$ cat config.mk
export PLATFORM = sky130hd
export DESIGN_NAME = stage5_fetch_stage
export DESIGN_NICKNAME = d
export VERILOG_FILES = /design/src/rtl/rv32i_types_pkg.sv /design/src/rtl/stage5_pkg.sv /design/src/rtl/stage5_npc_mux.sv /design/src/rtl/stage5_fetch_stage.sv
export SDC_FILE = /design/constraint.sdc
export NUM_CORES = 1
export LEC_CHECK = 0
export BUFFER_PORTS_ARGS = -buffer_cell sky130_fd_sc_hd__buf_2
export CAP_MARGIN = 20
export CORE_UTILIZATION = 35
export CTS_CLUSTER_DIAMETER = 80
export DETAILED_ROUTE_END_ITERATION = 12
export HOLD_SLACK_MARGIN = 0.05
export PLACE_DENSITY_LB_ADDON = 0.15
export SLEW_MARGIN = 25
export SYNTH_ARGS = -nofsm -noshare
export SYNTH_HDL_FRONTEND = slang
export SYNTH_HIERARCHICAL = 1
export SYNTH_SLANG_ARGS = --single-unit
$ cat constraint.sdc
create_clock -name CLK -period 3.1 [get_ports CLK]
set_input_delay 0.465 -clock CLK [delete_from_list [all_inputs] [get_ports CLK]]
set_output_delay 0.465 -clock CLK [all_outputs]
set_load 0.03 [all_outputs]
$ cat src/rtl/rv32i_types_pkg.sv
`default_nettype none
// ============================================================================
//  Module   : rv32i_types_pkg
//  Brief    : Base RV32I word type and architectural reset constants.
//  Revision : 1.0  initial release
// ============================================================================
package rv32i_types_pkg;

    typedef logic [31:0] word_t;

    localparam word_t c_reset_pc = 32'h0000_0200;

endpackage
`default_nettype wire

$ cat src/rtl/stage5_pkg.sv
`default_nettype none
// ============================================================================
//  Module   : stage5_pkg
//  Brief    : Shared types for the five-stage pipeline (IF/DC latch bundle).
//  Revision : 1.0  initial release
// ============================================================================
package stage5_pkg;

    import rv32i_types_pkg::*;

    typedef struct packed {
        logic  valid;
        word_t instr;
        word_t pc;
        word_t pc4;
        logic  pred_taken;
        logic  fault_insn;
        logic  mal_insn;
    } fd_latch_t;

    localparam fd_latch_t c_fd_reset = '0;

endpackage
`default_nettype wire

$ cat src/rtl/stage5_npc_mux.sv
`default_nettype none
// ============================================================================
//  Module   : stage5_npc_mux
//  Brief    : Combinational next-PC priority select for the fetch stage.
//  Revision : 1.0  initial release
// ============================================================================
module stage5_npc_mux
    import rv32i_types_pkg::*;
(
    input  word_t pc,
    input  logic  insert_priv_pc,
    input  word_t priv_pc,
    input  logic  rollback,
    input  word_t rollback_addr,
    input  logic  npc_sel,
    input  word_t brj_addr,
    input  logic  predict_taken,
    input  word_t predict_target,
    output word_t npc,
    output logic  redirect
);

    assign redirect = insert_priv_pc | rollback | npc_sel;

    // Trap/xRET beats rollback beats resolved branch beats prediction.
    always_comb begin
        npc = pc + 32'd4;
        if (insert_priv_pc) begin
            npc = priv_pc;
        end else if (rollback) begin
            npc = rollback_addr;
        end else if (npc_sel) begin
            npc = brj_addr;
        end else if (predict_taken) begin
            npc = predict_target;
        end
    end

endmodule
`default_nettype wire

$ cat src/rtl/stage5_fetch_stage.sv
`default_nettype none
// ============================================================================
//  Module   : stage5_fetch_stage
//  Brief    : Instruction fetch stage: PC, imem request, deferred redirect
//             buffer and the IF/DC pipeline latch.
//  Revision : 1.0  initial release
// ============================================================================
module stage5_fetch_stage
    import rv32i_types_pkg::*;
    import stage5_pkg::*;
#(
    parameter word_t RESET_PC = c_reset_pc
) (
    input  logic        CLK,
    input  logic        nRST,
    input  logic        pc_en,
    input  logic        npc_sel,
    input  logic        insert_priv_pc,
    input  logic [31:0] priv_pc,
    input  logic        rollback,
    input  logic [31:0] rollback_addr,
    input  logic [31:0] brj_addr,
    input  logic        predict_taken,
    input  logic [31:0] predict_target,
    input  logic        iren,
    input  logic        suppress_iren,
    input  logic        if_dc_stall,
    input  logic        if_dc_flush,
    output logic        i_mem_busy,
    output logic [31:0] pc_f,
    output logic [31:0] fault_addr_fetch,
    output logic [31:0] imem_addr,
    output logic        imem_ren,
    input  logic        imem_busy,
    input  logic [31:0] imem_rdata,
    input  logic        imem_error,
    output logic        fd_valid,
    output logic [31:0] fd_instr,
    output logic [31:0] fd_pc,
    output logic [31:0] fd_pc4,
    output logic        fd_pred_taken,
    output logic        fd_fault_insn,
    output logic        fd_mal_insn
);

    word_t     r_pc;
    word_t     r_redirect_target;
    logic      r_redirect_pending;
    word_t     r_fault_addr;
    fd_latch_t r_fd;

    word_t     w_npc;
    word_t     w_pc4;
    logic      w_redirect;
    logic      w_misaligned;
    logic      w_fetch_req;
    logic      w_imem_ren;
    logic      w_fetch_done;
    logic      w_mis_fetch;
    fd_latch_t w_fd_next;

    stage5_npc_mux u_npc_mux (
        .pc             (r_pc),
        .insert_priv_pc (insert_priv_pc),
        .priv_pc        (priv_pc),
        .rollback       (rollback),
        .rollback_addr  (rollback_addr),
        .npc_sel        (npc_sel),
        .brj_addr       (brj_addr),
        .predict_taken  (predict_taken),
        .predict_target (predict_target),
        .npc            (w_npc),
        .redirect       (w_redirect)
    );

    assign w_pc4        = r_pc + 32'd4;
    assign w_misaligned = (r_pc[1:0] != 2'b00);
    assign w_fetch_req  = iren & ~suppress_iren;
    // The bus is never driven from a misaligned PC or while a redirect waits.
    assign w_imem_ren   = w_fetch_req & ~w_misaligned & ~r_redirect_pending & ~nRST;
    assign w_fetch_done = w_imem_ren & ~imem_busy;
    assign w_mis_fetch  = w_fetch_req & w_misaligned & ~r_redirect_pending;

    always_comb begin
        w_fd_next = r_fd;
        if (if_dc_flush) begin
            w_fd_next.valid = 1'b0;
        end else if (!if_dc_stall) begin
            w_fd_next.valid      = w_fetch_done | w_mis_fetch;
            w_fd_next.instr      = ((w_fetch_done & imem_error) | w_misaligned) ? '0 : imem_rdata;
            w_fd_next.pc         = r_pc;
            w_fd_next.pc4        = w_pc4;
            w_fd_next.pred_taken = predict_taken;
            w_fd_next.fault_insn = w_fetch_done & imem_error;
            w_fd_next.mal_insn   = w_misaligned;
        end
    end

    always_ff @(posedge CLK) begin
        if (nRST) begin
            r_pc               <= RESET_PC;
            r_redirect_pending <= 1'b0;
            r_redirect_target  <= '0;
            r_fault_addr       <= '0;
            r_fd               <= c_fd_reset;
        end else begin
            r_fd <= w_fd_next;
            if (w_mis_fetch | (w_fetch_done & imem_error)) begin
                r_fault_addr <= r_pc;
            end
            // While a transfer is outstanding the PC (and so imem_addr) is
            // frozen; the redirect is parked and applied once the beat drains.
            if (r_redirect_pending) begin
                if (!imem_busy) begin
                    r_pc               <= w_redirect ? w_npc : r_redirect_target;
                    r_redirect_pending <= 1'b0;
                end else if (w_redirect) begin
                    r_redirect_target <= w_npc;
                end
            end else if (w_redirect) begin
                if (imem_busy) begin
                    r_redirect_pending <= 1'b1;
                    r_redirect_target  <= w_npc;
                end else begin
                    r_pc <= w_npc;
                end
            end else if (pc_en) begin
                r_pc <= w_npc;
            end
        end
    end

    assign pc_f             = r_pc;
    assign imem_addr        = r_pc;
    assign imem_ren         = w_imem_ren;
    assign i_mem_busy       = imem_busy | r_redirect_pending;
    assign fault_addr_fetch = r_fault_addr;
    assign fd_valid         = r_fd.valid;
    assign fd_instr         = r_fd.instr;
    assign fd_pc            = r_fd.pc;
    assign fd_pc4           = r_fd.pc4;
    assign fd_pred_taken    = r_fd.pred_taken;
    assign fd_fault_insn    = r_fd.fault_insn;
    assign fd_mal_insn      = r_fd.mal_insn;

endmodule
`default_nettype wire

==> impl_metrics.tcl <==
set metrics [dict create \
    fmax_mhz 377 \
    yosysUniqueCellTypes 58 \
    finalMaxSlewViolations 0 \
    fill_cells 2847 \
    vias 10000 \
    gp_congestion 0.894 \
    num_rows 60 \
    io_pins 371 \
    crit_start "imem_addr[16]" \
    htreeDepth 4 \
    drive_gt1_share_pct 30.6 \
    ir_drop_uv 365 \
    grt_first_pass_wirelength_um 56200 \
    clk_pin_slew_ns 0.08 \
    critPathRequiredTime_ns 3.45 \
    grt_start_max_net_pins 112 \
    max_stage_delay_ns 0.85 \
    dieArea_sq_mm 0.0284 \
    slowest_stage "dfxtp_1" \
    grt_pass1_vias 9345 \
    r2r-start "imem_addr[16]" \
    final.setup.tns_ns 0 \
    viasPerCell 5.33 \
    chipWidth_um 168 \
    grt.overflow.total 0 \
    cts.sinks 195 \
    clk_latency_ns 0.44 \
    period_needed_ns 2.65 \
    hold_ws_ns 0.246 \
    dpl_worst_slack_ns 0.508 \
    critical_path.cell_chain "and3_1 -> nand2_1 -> nor4_4 -> xnor2_1 -> o31ai_1 -> mux2i_1 -> a211oi_1" \
    drc_errors 0 \
    fin_nets 1699 \
    antenna_left 0 \
    final_core_util_pct 45.5 \
    synth_flop_cell "dfxtp_1" \
    min_period_over_period_pct 85.5 \
    cp_num_buf_inv 0 \
    power_leakage_nw 5.50 \
    routed_wl_um 37100 \
    diodes 0 \
    drtPass1Iterations 5 \
    dp_hpwl_um 26800 \
    antenna_found_initial 1 \
    seq_area_frac_synth_pct 40.3 \
    regArea_sq_mm 0.00390 \
    clockBufferDepth 2 \
    rsz0062_at_grt "false" \
    place.port_buffers 370 \
    dp.cells 1846 \
    synth_seq_cells 195 \
    critPathMaxFanout 16 \
    max_slew_margin_pct 35.2 \
    p_per_area_mw_per_mm2 519 \
    initial_utilization_pct 35.9 \
    syn_inst 1226 \
    startpoint_type "flip-flop" \
    syn_area_sq_mm 0.00969 \
    setup_violations 0 \
    die_h_um 168 \
    clock-skew-final_ns 0.0159 \
    cts_made_buffers 17 \
    worst_pin_slew_ns 0.971 \
    drv_cap 0 \
    status "completed" \
    wl_per_cell_um 19.7 \
    syn2layout_area_growth_pct 27.0 \
    yosys_warnings 6 \
    grt_usage_pct 25.9 \
    ctsResizeCount 0 \
    ctsHoldBuffers 0 \
    layout_setup_ws_ns 0.451 \
    min-delay-start "if_dc_flush" \
    hold_viol 0 \
    synthesis.nets 1401 \
    final_cells 1878 \
    core_sq_mm 0.0270 \
    crit_family "simple AND/OR/NAND/NOR gates" \
    multi_input_area_sq_mm 0.00509 \
    hold_class "input port to flip-flop" \
    cp.arrival_ns 3.00 \
    syn_avg_cell_area_sq_um 7.91 \
    setup.worst_path.class "flip-flop to flip-flop" \
    synth_edf_count 0 \
    async_flop_share_pct 0 \
    postCtsSetupBuffers 0 \
    drtIter0Drc 790 \
    cts_tree "done" \
    cts_root_buf "clkbuf_16" \
    setup.worst_path.end_class "flip-flop" \
]
==> cells by family (layout without fill, tap and decap cells) <==
family	count (synthesis)	count (layout)	share of synthesized area, %
simple gates	479	479	22.6
compound gates	324	324	21.7
mux	42	42	4.35
flops	195	195	40.3
xor+xnor	35	35	3.16
buf+inv	149	460	7.66
fa+ha+maj	2	2	0.258
==> metrics by stage <==
step	power, mW	area, sq um
2_1_floorplan	3.67	9690
3_3_place_gp	4.18	11700
3_5_place_dp	4.19	11700
4_1_cts	6.44	12300
5_1_grt	6.67	12300
6_report	6.39	12300
==> cells in the mapped netlist, types with 11 or more instances <==
library cell	count	area share, %
nand2_1	239	9.3
dfxtp_1	195	40
nor2_1	124	4.8
a21oi_1	120	6.2
clkbuf_1	78	3.0
a211oi_1	47	3.6
mux2i_1	41	4.2
buf_4	36	2.8
a22oi_1	35	2.7
o21ai_0	32	1.7
xor2_1	25	2.3
nand4_1	20	1.3
o31ai_1	18	1.4
a221oi_1	16	1.4
a311oi_1	16	1.4
nor3_1	15	0.77
o22ai_1	15	0.97
nand3_1	14	0.72
buf_2	13	0.67
and3_1	11	0.71
==> cells in the final DEF, fill, tap and decap left out, types with 7 or more instances in the layout <==
master     Yosys  final
or3_1         10     10
clkbuf_16      0     17
a311oi_1      16     16
xnor2_1       10     10
a22oi_1       35     35
or4_1         10     10
nor3_1        15     15
xor2_1        25     25
o22ai_1       15     15
a211oi_1      47     47
o21ai_0       32     32
nand3_1       14     14
buf_2         13    369
a221oi_1      16     16
and3_1        11     11
and4_1         8      8
nand4_1       20     20
inv_1          7      7
nand2_1      239    239
buf_4         36     45
o31ai_1       18     17
dfxtp_1      195    195
nor2_1       124    123
a21oi_1      120    120
mux2i_1       41     40
==> flip-flops by register name, indices dropped and copies added (netlist names) <==
signal / flops
fault_addr_fetch: 32
fd_instr: 32
fd_pc: 32
imem_addr: 32
r_redirect_target: 32
fd_pc4: 30
fd_fault_insn: 1
fd_mal_insn: 1
fd_pred_taken: 1
fd_valid: 1
r_redirect_pending: 1
==> path summary, 6_finish.rpt <==
check                        to  slack, ns  cells past startpoint
setup / recovery  imem_addr[22]       0.45                      7
hold / removal         fd_valid       0.25                      2
setup reg to reg  imem_addr[22]       0.45                      7
hold reg to reg       fd_pc[26]       0.45                      2
==> per-layer routing <==
layer | part of all wire [%] | track usage (%) | vias up
li1 | - | - | 4923
met1 | 45 | 34.4 | 4667
met2 | 47 | 42.6 | 383
met3 | 5.8 | 4.18 | 40
met4 | 2.1 | 8.26 | 0
met5 | 0 | 0 | -
==> area by class of cell <==
cell class	instances	share of cell area, %
clock buffer	18	3.57
clock inverter	14	1.26
inverter	10	0.305
multi-input combinational	882	41.4
sequential	195	31.7
tap	341	3.47
timing repair buffer	418	18.3
==> power by group <==
part	internal (mW)	switching (mW)
Sequential	2.64	0.137
Combinational	0.439	0.915
Clock	1.11	1.15
Total	4.19	2.20
Power figures use the tool's default switching activity.
